===== src/rtl/sram_periph_resp_pkg.sv =====
//------------------------------------------------------------------------------
// Module   : sram_periph_resp_pkg
// Brief    : Shared register offsets, defaults and helper functions for the
//            data-SRAM peripheral responder.
// Revision : 1.0 - initial release
//------------------------------------------------------------------------------
`default_nettype none

package sram_periph_resp_pkg;

  // Register offsets within the decoded 16-bit address window
  localparam logic [15:0] c_off_cr0         = 16'h8000;
  localparam logic [15:0] c_off_cr1         = 16'h8004;
  localparam logic [15:0] c_off_cr2         = 16'h8008;
  localparam logic [15:0] c_off_cr3         = 16'h800c;
  localparam logic [15:0] c_off_timer       = 16'he000;
  localparam logic [15:0] c_off_led         = 16'hf000;
  localparam logic [15:0] c_off_led_rg0     = 16'hf004;
  localparam logic [15:0] c_off_led_rg1     = 16'hf008;
  localparam logic [15:0] c_off_num         = 16'hf010;
  localparam logic [15:0] c_off_switch      = 16'hf020;
  localparam logic [15:0] c_off_btn         = 16'hf024;
  localparam logic [15:0] c_off_io_simu     = 16'hffec;
  localparam logic [15:0] c_off_simu_flag   = 16'hfff4;
  localparam logic [15:0] c_off_open_trace  = 16'hfff8;
  localparam logic [15:0] c_off_num_monitor = 16'hfffc;

  localparam logic [31:0] c_simu_flag_default = 32'hffff_ffff;

  // Replace each byte lane of old_v with new_v where the lane enable is set
  function automatic logic [31:0] byte_merge(input logic [31:0] old_v,
                                             input logic [31:0] new_v,
                                             input logic [3:0]  be);
    logic [31:0] r;
    for (int i = 0; i < 4; i++) begin
      r[i*8 +: 8] = be[i] ? new_v[i*8 +: 8] : old_v[i*8 +: 8];
    end
    return r;
  endfunction

  // Hex digit to segments {a,b,c,d,e,f,g}, a in the MSB, active-high
  function automatic logic [6:0] seg7_decode(input logic [3:0] d);
    logic [6:0] s;
    case (d)
      4'h0: s = 7'b1111110;
      4'h1: s = 7'b0110000;
      4'h2: s = 7'b1101101;
      4'h3: s = 7'b1111001;
      4'h4: s = 7'b0110011;
      4'h5: s = 7'b1011011;
      4'h6: s = 7'b1011111;
      4'h7: s = 7'b1110000;
      4'h8: s = 7'b1111111;
      4'h9: s = 7'b1111011;
      4'ha: s = 7'b1110111;
      4'hb: s = 7'b0011111;
      4'hc: s = 7'b1001110;
      4'hd: s = 7'b0111101;
      4'he: s = 7'b1001111;
      default: s = 7'b1000111;
    endcase
    return s;
  endfunction

endpackage

`default_nettype wire


===== src/rtl/sram_periph_resp_if.sv =====
//------------------------------------------------------------------------------
// Module   : sram_periph_resp_if
// Brief    : CPU data-SRAM port bundle (request + registered read data).
// Revision : 1.0 - initial release
//------------------------------------------------------------------------------
`default_nettype none

interface sram_periph_resp_if;
  logic        data_sram_en;
  logic [3:0]  data_sram_wen;
  logic [31:0] data_sram_addr;
  logic [31:0] data_sram_wdata;
  logic [31:0] data_sram_rdata;

  modport master (
    output data_sram_en,
    output data_sram_wen,
    output data_sram_addr,
    output data_sram_wdata,
    input  data_sram_rdata
  );

  modport slave (
    input  data_sram_en,
    input  data_sram_wen,
    input  data_sram_addr,
    input  data_sram_wdata,
    output data_sram_rdata
  );
endinterface

`default_nettype wire


===== src/rtl/sram_periph_resp_seg7_scan.sv =====
//------------------------------------------------------------------------------
// Module   : seg7_scan
// Brief    : Multiplexed 8-digit seven-segment driver. Each digit is held for
//            SCAN_DIV cycles, then the scan advances to the next nibble.
// Revision : 1.0 - initial release
//------------------------------------------------------------------------------
`default_nettype none

module seg7_scan
  import sram_periph_resp_pkg::*;
#(
  parameter logic [19:0] SCAN_DIV = 20'd100000
) (
  input  wire logic        clk,
  input  wire logic        resetn,
  input  wire logic [31:0] num,
  output logic      [7:0]  num_csn,
  output logic      [6:0]  num_a_g
);

  logic [19:0] cnt_q, cnt_d;
  logic [2:0]  idx_q, idx_d;

  // Dwell counter; on its wrap the digit index steps (and wraps 7->0 naturally)
  always_comb begin
    cnt_d = cnt_q + 20'd1;
    idx_d = idx_q;
    if (cnt_q == SCAN_DIV - 20'd1) begin
      cnt_d = '0;
      idx_d = idx_q + 3'd1;
    end
  end

  // Scan state registers
  always_ff @(posedge clk or negedge resetn) begin
    if (!resetn) begin
      cnt_q <= '0;
      idx_q <= '0;
    end else begin
      cnt_q <= cnt_d;
      idx_q <= idx_d;
    end
  end

  assign num_csn = ~(8'd1 << idx_q);
  assign num_a_g = seg7_decode(num[{idx_q, 2'b00} +: 4]);

endmodule

`default_nettype wire


===== src/rtl/sram_periph_resp.sv =====
//------------------------------------------------------------------------------
// Module   : sram_periph_resp
// Brief    : Peripheral responder on the CPU data-SRAM port. Register file,
//            input synchronizers and a one-cycle-latency read mux; drives the
//            seven-segment scanner from the NUM register.
// Revision : 1.0 - initial release
//------------------------------------------------------------------------------
`default_nettype none

module sram_periph_resp
  import sram_periph_resp_pkg::*;
#(
  parameter logic [31:0] SIMU_FLAG = c_simu_flag_default,
  parameter logic [19:0] SCAN_DIV  = 20'd100000
) (
  input  wire logic              clk,
  input  wire logic              resetn,
  sram_periph_resp_if.slave      bus,
  input  wire logic [7:0]        switch,
  input  wire logic [3:0]        btn,
  output logic      [15:0]       led,
  output logic      [1:0]        led_rg0,
  output logic      [1:0]        led_rg1,
  output logic      [7:0]        num_csn,
  output logic      [6:0]        num_a_g
);

  logic [15:0] w_off;
  logic        w_wr;
  logic        w_unused_addr;

  logic [31:0] cr0_q, cr0_d, cr1_q, cr1_d, cr2_q, cr2_d, cr3_q, cr3_d;
  logic [31:0] timer_q, timer_d;
  logic [15:0] led_q, led_d;
  logic [1:0]  rg0_q, rg0_d, rg1_q, rg1_d;
  logic [31:0] num_q, num_d;
  logic [31:0] io_simu_q, io_simu_d;
  logic        open_trace_q, open_trace_d;
  logic        num_monitor_q, num_monitor_d;
  logic [7:0]  sw_meta_q, sw_sync_q;
  logic [3:0]  btn_meta_q, btn_sync_q;
  logic [31:0] rdata_q, rdata_d;

  assign w_off         = bus.data_sram_addr[15:0];
  assign w_wr          = bus.data_sram_en && (bus.data_sram_wen != 4'h0);
  assign w_unused_addr = ^bus.data_sram_addr[31:16];

  // Register-file next state: byte-lane writes, free-running timer
  always_comb begin
    cr0_d         = cr0_q;
    cr1_d         = cr1_q;
    cr2_d         = cr2_q;
    cr3_d         = cr3_q;
    timer_d       = timer_q + 32'd1;
    led_d         = led_q;
    rg0_d         = rg0_q;
    rg1_d         = rg1_q;
    num_d         = num_q;
    io_simu_d     = io_simu_q;
    open_trace_d  = open_trace_q;
    num_monitor_d = num_monitor_q;
    if (w_wr) begin
      case (w_off)
        c_off_cr0:   cr0_d   = byte_merge(cr0_q, bus.data_sram_wdata, bus.data_sram_wen);
        c_off_cr1:   cr1_d   = byte_merge(cr1_q, bus.data_sram_wdata, bus.data_sram_wen);
        c_off_cr2:   cr2_d   = byte_merge(cr2_q, bus.data_sram_wdata, bus.data_sram_wen);
        c_off_cr3:   cr3_d   = byte_merge(cr3_q, bus.data_sram_wdata, bus.data_sram_wen);
        c_off_timer: timer_d = byte_merge(timer_q, bus.data_sram_wdata, bus.data_sram_wen);
        c_off_num:   num_d   = byte_merge(num_q, bus.data_sram_wdata, bus.data_sram_wen);
        c_off_led: begin
          if (bus.data_sram_wen[0]) led_d[7:0]  = bus.data_sram_wdata[7:0];
          if (bus.data_sram_wen[1]) led_d[15:8] = bus.data_sram_wdata[15:8];
        end
        c_off_led_rg0: if (bus.data_sram_wen[0]) rg0_d = bus.data_sram_wdata[1:0];
        c_off_led_rg1: if (bus.data_sram_wen[0]) rg1_d = bus.data_sram_wdata[1:0];
        // Half-word swapped full-word store regardless of which lanes are enabled
        c_off_io_simu: io_simu_d = {bus.data_sram_wdata[15:0], bus.data_sram_wdata[31:16]};
        c_off_open_trace:  if (bus.data_sram_wen[0]) open_trace_d  = bus.data_sram_wdata[0];
        c_off_num_monitor: if (bus.data_sram_wen[0]) num_monitor_d = bus.data_sram_wdata[0];
        default: ;
      endcase
    end
  end

  // Read mux samples pre-edge register values; rdata holds when idle
  always_comb begin
    rdata_d = rdata_q;
    if (bus.data_sram_en) begin
      case (w_off)
        c_off_cr0:         rdata_d = cr0_q;
        c_off_cr1:         rdata_d = cr1_q;
        c_off_cr2:         rdata_d = cr2_q;
        c_off_cr3:         rdata_d = cr3_q;
        c_off_timer:       rdata_d = timer_q;
        c_off_led:         rdata_d = {16'h0, led_q};
        c_off_led_rg0:     rdata_d = {30'h0, rg0_q};
        c_off_led_rg1:     rdata_d = {30'h0, rg1_q};
        c_off_num:         rdata_d = num_q;
        c_off_switch:      rdata_d = {24'h0, sw_sync_q};
        c_off_btn:         rdata_d = {28'h0, btn_sync_q};
        c_off_io_simu:     rdata_d = io_simu_q;
        c_off_simu_flag:   rdata_d = SIMU_FLAG;
        c_off_open_trace:  rdata_d = {31'h0, open_trace_q};
        c_off_num_monitor: rdata_d = {31'h0, num_monitor_q};
        default:           rdata_d = 32'h0;
      endcase
    end
  end

  // All architectural state plus the two-flop switch/button synchronizers
  always_ff @(posedge clk or negedge resetn) begin
    if (!resetn) begin
      cr0_q         <= '0;
      cr1_q         <= '0;
      cr2_q         <= '0;
      cr3_q         <= '0;
      timer_q       <= '0;
      led_q         <= 16'hffff;
      rg0_q         <= '0;
      rg1_q         <= '0;
      num_q         <= '0;
      io_simu_q     <= '0;
      open_trace_q  <= 1'b1;
      num_monitor_q <= 1'b1;
      sw_meta_q     <= '0;
      sw_sync_q     <= '0;
      btn_meta_q    <= '0;
      btn_sync_q    <= '0;
      rdata_q       <= '0;
    end else begin
      cr0_q         <= cr0_d;
      cr1_q         <= cr1_d;
      cr2_q         <= cr2_d;
      cr3_q         <= cr3_d;
      timer_q       <= timer_d;
      led_q         <= led_d;
      rg0_q         <= rg0_d;
      rg1_q         <= rg1_d;
      num_q         <= num_d;
      io_simu_q     <= io_simu_d;
      open_trace_q  <= open_trace_d;
      num_monitor_q <= num_monitor_d;
      sw_meta_q     <= switch;
      sw_sync_q     <= sw_meta_q;
      btn_meta_q    <= btn;
      btn_sync_q    <= btn_meta_q;
      rdata_q       <= rdata_d;
    end
  end

  assign bus.data_sram_rdata = rdata_q;
  assign led                 = led_q;
  assign led_rg0             = rg0_q;
  assign led_rg1             = rg1_q;

  seg7_scan #(
    .SCAN_DIV (SCAN_DIV)
  ) u_seg7_scan (
    .clk     (clk),
    .resetn  (resetn),
    .num     (num_q),
    .num_csn (num_csn),
    .num_a_g (num_a_g)
  );

endmodule

`default_nettype wire


===== src/flat_wrapper.sv =====
// flat-port wrapper written by rule: the top's interface ports become plain ports
module sram_periph_resp_flat import sram_periph_resp_pkg::*;
#(
  parameter logic [31:0] SIMU_FLAG = c_simu_flag_default,
  parameter logic [19:0] SCAN_DIV  = 20'd100000
)
  (clk, resetn, switch, btn, led, led_rg0, led_rg1, num_csn, num_a_g, bus_data_sram_en, bus_data_sram_wen, bus_data_sram_addr, bus_data_sram_wdata, bus_data_sram_rdata);
  sram_periph_resp_if bus_i ();
  input  wire logic clk;
  input  wire logic resetn;
  input  wire logic [7:0] switch;
  input  wire logic [3:0] btn;
  output logic      [15:0] led;
  output logic      [1:0] led_rg0;
  output logic      [1:0] led_rg1;
  output logic      [7:0] num_csn;
  output logic      [6:0] num_a_g;
  input wire logic [$bits(bus_i.data_sram_en)-1:0] bus_data_sram_en;
  input wire logic [$bits(bus_i.data_sram_wen)-1:0] bus_data_sram_wen;
  input wire logic [$bits(bus_i.data_sram_addr)-1:0] bus_data_sram_addr;
  input wire logic [$bits(bus_i.data_sram_wdata)-1:0] bus_data_sram_wdata;
  output wire logic [$bits(bus_i.data_sram_rdata)-1:0] bus_data_sram_rdata;
  assign bus_i.data_sram_en = bus_data_sram_en;
  assign bus_i.data_sram_wen = bus_data_sram_wen;
  assign bus_i.data_sram_addr = bus_data_sram_addr;
  assign bus_i.data_sram_wdata = bus_data_sram_wdata;
  assign bus_data_sram_rdata = bus_i.data_sram_rdata;
  sram_periph_resp #(.SIMU_FLAG(SIMU_FLAG), .SCAN_DIV(SCAN_DIV)) u_core (.clk(clk), .resetn(resetn), .bus(bus_i), .switch(switch), .btn(btn), .led(led), .led_rg0(led_rg0), .led_rg1(led_rg1), .num_csn(num_csn), .num_a_g(num_a_g));
endmodule

===== config.mk =====
export PLATFORM = sky130hd
export DESIGN_NAME = sram_periph_resp_flat
export DESIGN_NICKNAME = d
export VERILOG_FILES = /design/src/rtl/sram_periph_resp_pkg.sv /design/src/rtl/sram_periph_resp_if.sv /design/src/rtl/sram_periph_resp_seg7_scan.sv /design/src/rtl/sram_periph_resp.sv /design/src/flat_wrapper.sv
export SDC_FILE = /design/constraint.sdc
export NUM_CORES = 1
export LEC_CHECK = 0
export ABC_AREA = 1
export CORE_UTILIZATION = 50
export DETAILED_ROUTE_END_ITERATION = 10
export GPL_TIMING_DRIVEN = 0
export PLACE_DENSITY_LB_ADDON = 0.3
export SYNTH_ARGS = -nofsm -noshare
export SYNTH_HDL_FRONTEND = slang
export SYNTH_HIERARCHICAL = 1
export SYNTH_SLANG_ARGS = --single-unit

===== constraint.sdc =====
create_clock -name clk -period 6.8 [get_ports clk]
set_clock_uncertainty 0.15 [all_clocks]
set_input_delay 1.36 -clock clk [delete_from_list [all_inputs] [get_ports clk]]
set_output_delay 1.36 -clock clk [all_outputs]
set_load 0.03 [all_outputs]

## After elaboration in Yosys (flattened, before gate mapping)

Memory sizes are Yosys's and may differ from the RTL's.
Cells that the tools add are included.
Widths: inputs -> output; s select.

| operators by class | value |
|---|---|
| add/sub/neg operators | 3 |
| equality and inequality tests | 20 |
| shift operators | 2 |
| muxes and demuxes | 8 |
| bitwise gates (word level) | 1 |
| reduce and logical (&&, ||, !) cells | 29 |

Operators with widths:

| kind | count |
|---|---|
| $pmux 32 s15 | 1 |
| $eq 16x16->1 const B | 15 |
| $reduce_and 3->1 | 26 |
| $mux 32 | 2 |
| $add 32x1->32 const B | 1 |
| $mux 8 | 4 |
| $shiftx 32x6->4 | 1 |
| $add 20x1->20 const B | 1 |
| $eq 20x17->1 const B | 1 |
| $mux 20 | 1 |
| $ne 3x3->1 const B | 4 |
| $not 8->8 | 1 |
| $shl 1x3->8 const A | 1 |
| $reduce_bool 4->1 | 1 |
| $add 3x1->3 const B | 1 |
| $reduce_and 2->1 | 1 |
| $logic_and 1x1->1 | 1 |

| storage, ports and cells | value |
|---|---|
| flip-flop bits (word level) | 325 |
| bits in read-only memories | 112 |
| output and inout bits | 67 |
| word-level logic and storage cells | 102 |
| memories | 1 |

Memories:

| name | depth | bits a word | read ports | clocked after memory_dff | write ports | line | text |
|---|---|---|---|---|---|---|---|
| (no name shown) | 16 | 7 | 1 | 0 | 0 | sram_periph_resp_pkg.sv:44 | `case (d)` |

## Logic depth before layout (Yosys ltp)

| depth | value |
|---|---|
| word-level depth | 3 |
| mapped depth | 15 |
| gate-level depth less buffers | 13 |

## Hierarchy

Netlist, hierarchy kept.

By module, submodules not included:

| module | instances | cells an instance | area each (µm²) | sequential area each (µm²) |
|---|---|---|---|---|
| sram_periph_resp | 1 | 1836 | 14538.9 | 7579.8 |
| seg7_scan | 1 | 303 | 2003.2 | 575.6 |

## Least setup slack after synthesis

No wires, ideal clock.

| path | value |
|---|---|
| kind | register to output |
| start | register u_core.u_seg7_scan.idx_q[0] |
| end | output num_a_g[3] |
| arrival time | 1989 ps |
| required time | 5290 ps |
| path slack | 3301 ps |
| cell stages (with the launch flop) | 14 |
| cells stage by stage | dfrtp_1 buf_6 inv_4 buf_6 nor2_1 o22ai_1 inv_1 o21ai_1 inv_1 ha_1 nand2_2 nand2_1 nand2_1 nand2_1 |

| on the way | value |
|---|---|
| cells in the longest elaborated chain, start to end | 2 |

RTL lines:

| element | line | text |
|---|---|---|
| from (decl) | sram_periph_resp_seg7_scan.sv:22 | `logic [2:0] idx_q, idx_d;` |
| from (signal assigned) | sram_periph_resp_seg7_scan.sv:41 | `idx_q <= idx_d;` |
| $shiftx 32x6->4 | sram_periph_resp_seg7_scan.sv:46 | `assign num_a_g = seg7_decode(num[{idx_q, 2'b00} +: 4]);` |
| $mem_v2 16x7 | - |  |
| to (decl) | flat_wrapper.sv:17 | `output logic [6:0] num_a_g;` |

Every way passes these cells.

## Final worst setup path

Ends and elaborated chain as after synthesis.

==> out/summary.txt <==
Worst-Skew Late Latency: 0.53 ns
Top cell type by total area after synthesis: dfrtp_1
Buf/Inv on CP: 6
Switching Share: 0.226
Power, Total: 4160 µW
Clock network power share: 0.482
Die Span Y: 184 µm
Mapped Cells: 2,139
Sequential area share after synthesis: 0.493
Tmin final: 4.85 ns
Rel. slew slack: 0.506
Mapped Avg Cell Area: 7.73 µm²
Inserted Clock Buffers: 37
Status: complete, no violations
Most used cell, CP: nand2_1
Final Routed Wirelength: 50.2 mm
CP max-delay cell: clkdlybuf4s50_1
Post-Layout Cell Count: 2,780
Worst-path clk slew: 0.06 ns
Synth top area cells: dfrtp_1, nand2_1, o21ai_0, inv_1, nand3_1
Post-Place Setup Slack: 2.50 ns
Via-per-instance ratio: 5.37
Crit path kind: flip-flop to output pin
Count of final hold-check violations: 0
Yosys cell types: 40
Maxcap violations: 0
Die ar.: 33,800 µm²
Setup ws final: 1.95 ns
Post-route setup TNS: 0 ns
GRT Residual Overflow: 0
DR vias: 14,900
Arrival @ worst endpoint: 3.34 ns
Crit path largest cell delay: 0.67 ns
Nets: 2,410
Sequential power share: 0.474
Drt pass-1 iters: 7
Worst Setup Start Kind: flip-flop
CTS tree: yes
HP Class: flip-flop to flip-flop
Synth Register Bits: 325
P_sw: 940 µW
Placed instance count: 2,715
Worst endpoint required time: 5.29 ns
Hold-fix buffers, CTS: 0
Resized Gates After CTS: 0
Core Util, Final: 0.606
R2r setup slk: 4.56 ns
Worst Path Max Fanout: 11
Logic pwr share: 0.044
Post-CTS Setup Inserts: 0
Finish-stage setup viols: 0
CORE AREA: 32,500 µm²
Fmax: 206 MHz
First-pass GRT wire length: 78.5 mm
GPL Wtd Cong: 0.961
Routed length per placed instance: 18.1 µm
Worst vdd ir: 0.231 mV
Area of the multi-input gates: 7140 µm²
1st-iter DRT viols: 1,542
Fill cells: 2,933
P_leak: 0.00965 µW
Total track usage: 0.305
Ant. Diodes: 0
Cell family with most CP delay: buffers and inverters
Post-DRT Antenna Nets: 0
Setup crit end kind: output pin
# port buffers: 132
Critical-path cell list: buf_6, inv_4, buf_6, nor2_1, o22ai_1, inv_1, o21ai_1, inv_1, ha_1, nand2_2, nand2_1, nand2_1, nand2_1, clkdlybuf4s50_1
H-tree depth: 2
Floorplan row count: 66
Int Pwr: 3220 µW
Warnings from Yosys: 6
Initial antenna violation count: 1
Net count after synthesis: 2,237
Synth-to-Final Area Change: 19.1%
Worst Tran Pin Value: 0.741 ns
Yosys top cell area share: 0.464
Post-synthesis cell area: 16,500 µm²
Top-level I/O count: 150
Fin. max-slew vios: 0
Clock sinks: 325
RSZ-0062 raised after global routing: false
Final HPWL DP: 37.5 mm
Initial Util: 0.508
Register area: 8160 µm²
Residual DRC: 0
Largest net degree at the start of global routing: 124
Clk root buf: clkbuf_16
Power Dens Cells: 211 nW/µm²
Number of global-route vias before repair: 14,400
Die Width: 184 µm
CTS Buffer Depth: 3
Share of layout cells above drive strength 1: 0.0992
Final worst path period share: 0.713
[cell usage after synthesis]
master / number
a21oi_1: 10
and3_1: 10
buf_1: 2
buf_2: 26
buf_4: 11
buf_6: 23
clkbuf_1: 10
clkbuf_2: 1
clkinv_4: 1
dfrtp_1: 307
dfstp_2: 18
ha_1: 15
inv_1: 171
inv_2: 16
inv_4: 3
nand2_1: 805
nand2_2: 23
nand2_4: 18
nand3_1: 122
nand3_2: 4
nand3b_1: 1
nand4_1: 19
nor2_1: 153
nor2_2: 12
nor2_4: 7
nor2_8: 1
nor3_1: 12
nor3_2: 4
nor4_1: 1
nor4_2: 1
o211ai_1: 6
o21ai_0: 250
o21ai_1: 34
o21ai_4: 1
o21bai_1: 1
o221ai_1: 4
o22ai_1: 6
or2_2: 1
xnor2_1: 4
xor2_1: 25
[layer usage]
metal  up-vias  GRT usage  wire (µm)
met2       624      0.488      23000
met4         0      0.124       1940
met1      7070      0.408      21100
met5         -          0          0
li1       7139          -          -
met3       107     0.0565       4140
[final cells by class]
cell class	count	share of cell area
flip-flops and latches	325	0.414
multi-input cells	1550	0.362
repair buffers	134	0.0701
clock buffers	51	0.0544
inverters	191	0.0370
well taps	442	0.0281
plain buffers	73	0.0265
clock inverters	14	0.00781
[power groups by stage]
stage | Clock, µW | Combinational [µW] | Sequential [µW]
2_1_floorplan | 0 | 62.6 | 2000
3_3_place_gp | 0 | 178 | 2010
3_5_place_dp | 0 | 184 | 2010
4_1_cts | 2040 | 185 | 1970
5_1_grt | 2130 | 201 | 1970
6_report | 2010 | 184 | 1970
[placed cells by master, fill, tap and decap left out, types with 19 or more instances in the layout]
| master | count |
|---|---|
| buf_2 | 26 |
| clkdlybuf4s50_1 | 131 |
| clkbuf_16 | 39 |
| dfrtp_1 | 307 |
| xor2_1 | 25 |
| nand2_2 | 23 |
| o21ai_1 | 34 |
| o21ai_0 | 250 |
| nand2_1 | 805 |
| nand3_1 | 122 |
| inv_1 | 171 |
| buf_6 | 23 |
| nor2_1 | 153 |
| nand4_1 | 19 |
[worst paths after layout]
kind	from	to	depth (start not counted)
worst max register to register	u_core/timer_q[0]$_DFFE_PN0P_	u_core/timer_q[22]$_DFFE_PN0P_	10
worst max-delay path	u_core/u_seg7_scan/idx_q[0]$_DFFE_PN0N_	num_a_g[3]	14
worst min-delay path	u_core/sw_meta_q[5]$_DFF_PN0_	u_core/sw_sync_q[5]$_DFF_PN0_	0
worst min register to register	u_core/sw_meta_q[5]$_DFF_PN0_	u_core/sw_sync_q[5]$_DFF_PN0_	0
max in group asynchronous	resetn	u_core/timer_q[20]$_DFFE_PN0P_	3
min in group asynchronous	resetn	u_core/cr2_q[15]$_DFFE_PN0P_	1
[stage by stage]
step	instance area (µm²)	hold slack [ns]
finish	19700	0.198
global route	19700	0.207
CTS	19700	0.198
detailed placement	18500	0.185
global placement	18400	0.186
floorplan	16500	0.181
[logic make-up after synthesis]
family / after synthesis / share of synthesized area
and+or+nand+nor: 1194 / 0.307
adders and majority gates: 15 / 0.0113
xor gates and xnor gates: 29 / 0.0154
AOI/OAI and AO/OA: 312 / 0.0975
buffers and inverters: 264 / 0.0756
DFF: 325 / 0.493
[state kept, by name, summed over array words and instances, names as in the netlist, 2 cells and up]
register and cells:
u_core/led_rg1 2, u_core/sw_meta_q 8, u_core/u_seg7_scan/idx_q 3, u_core/led_rg0 2, u_core/cr0_q 32, u_core/bus.data_sram_rdata 32
u_core/btn_meta_q 4, u_core/cr2_q 32, u_core/sw_sync_q 8, u_core/led 16, u_core/timer_q 32, u_core/u_seg7_scan/cnt_q 20
u_core/btn_sync_q 4, u_core/io_simu_q 32, u_core/num_q 32, u_core/cr1_q 32, u_core/cr3_q 32
No activity file was read; power rests on OpenSTA's default activity.
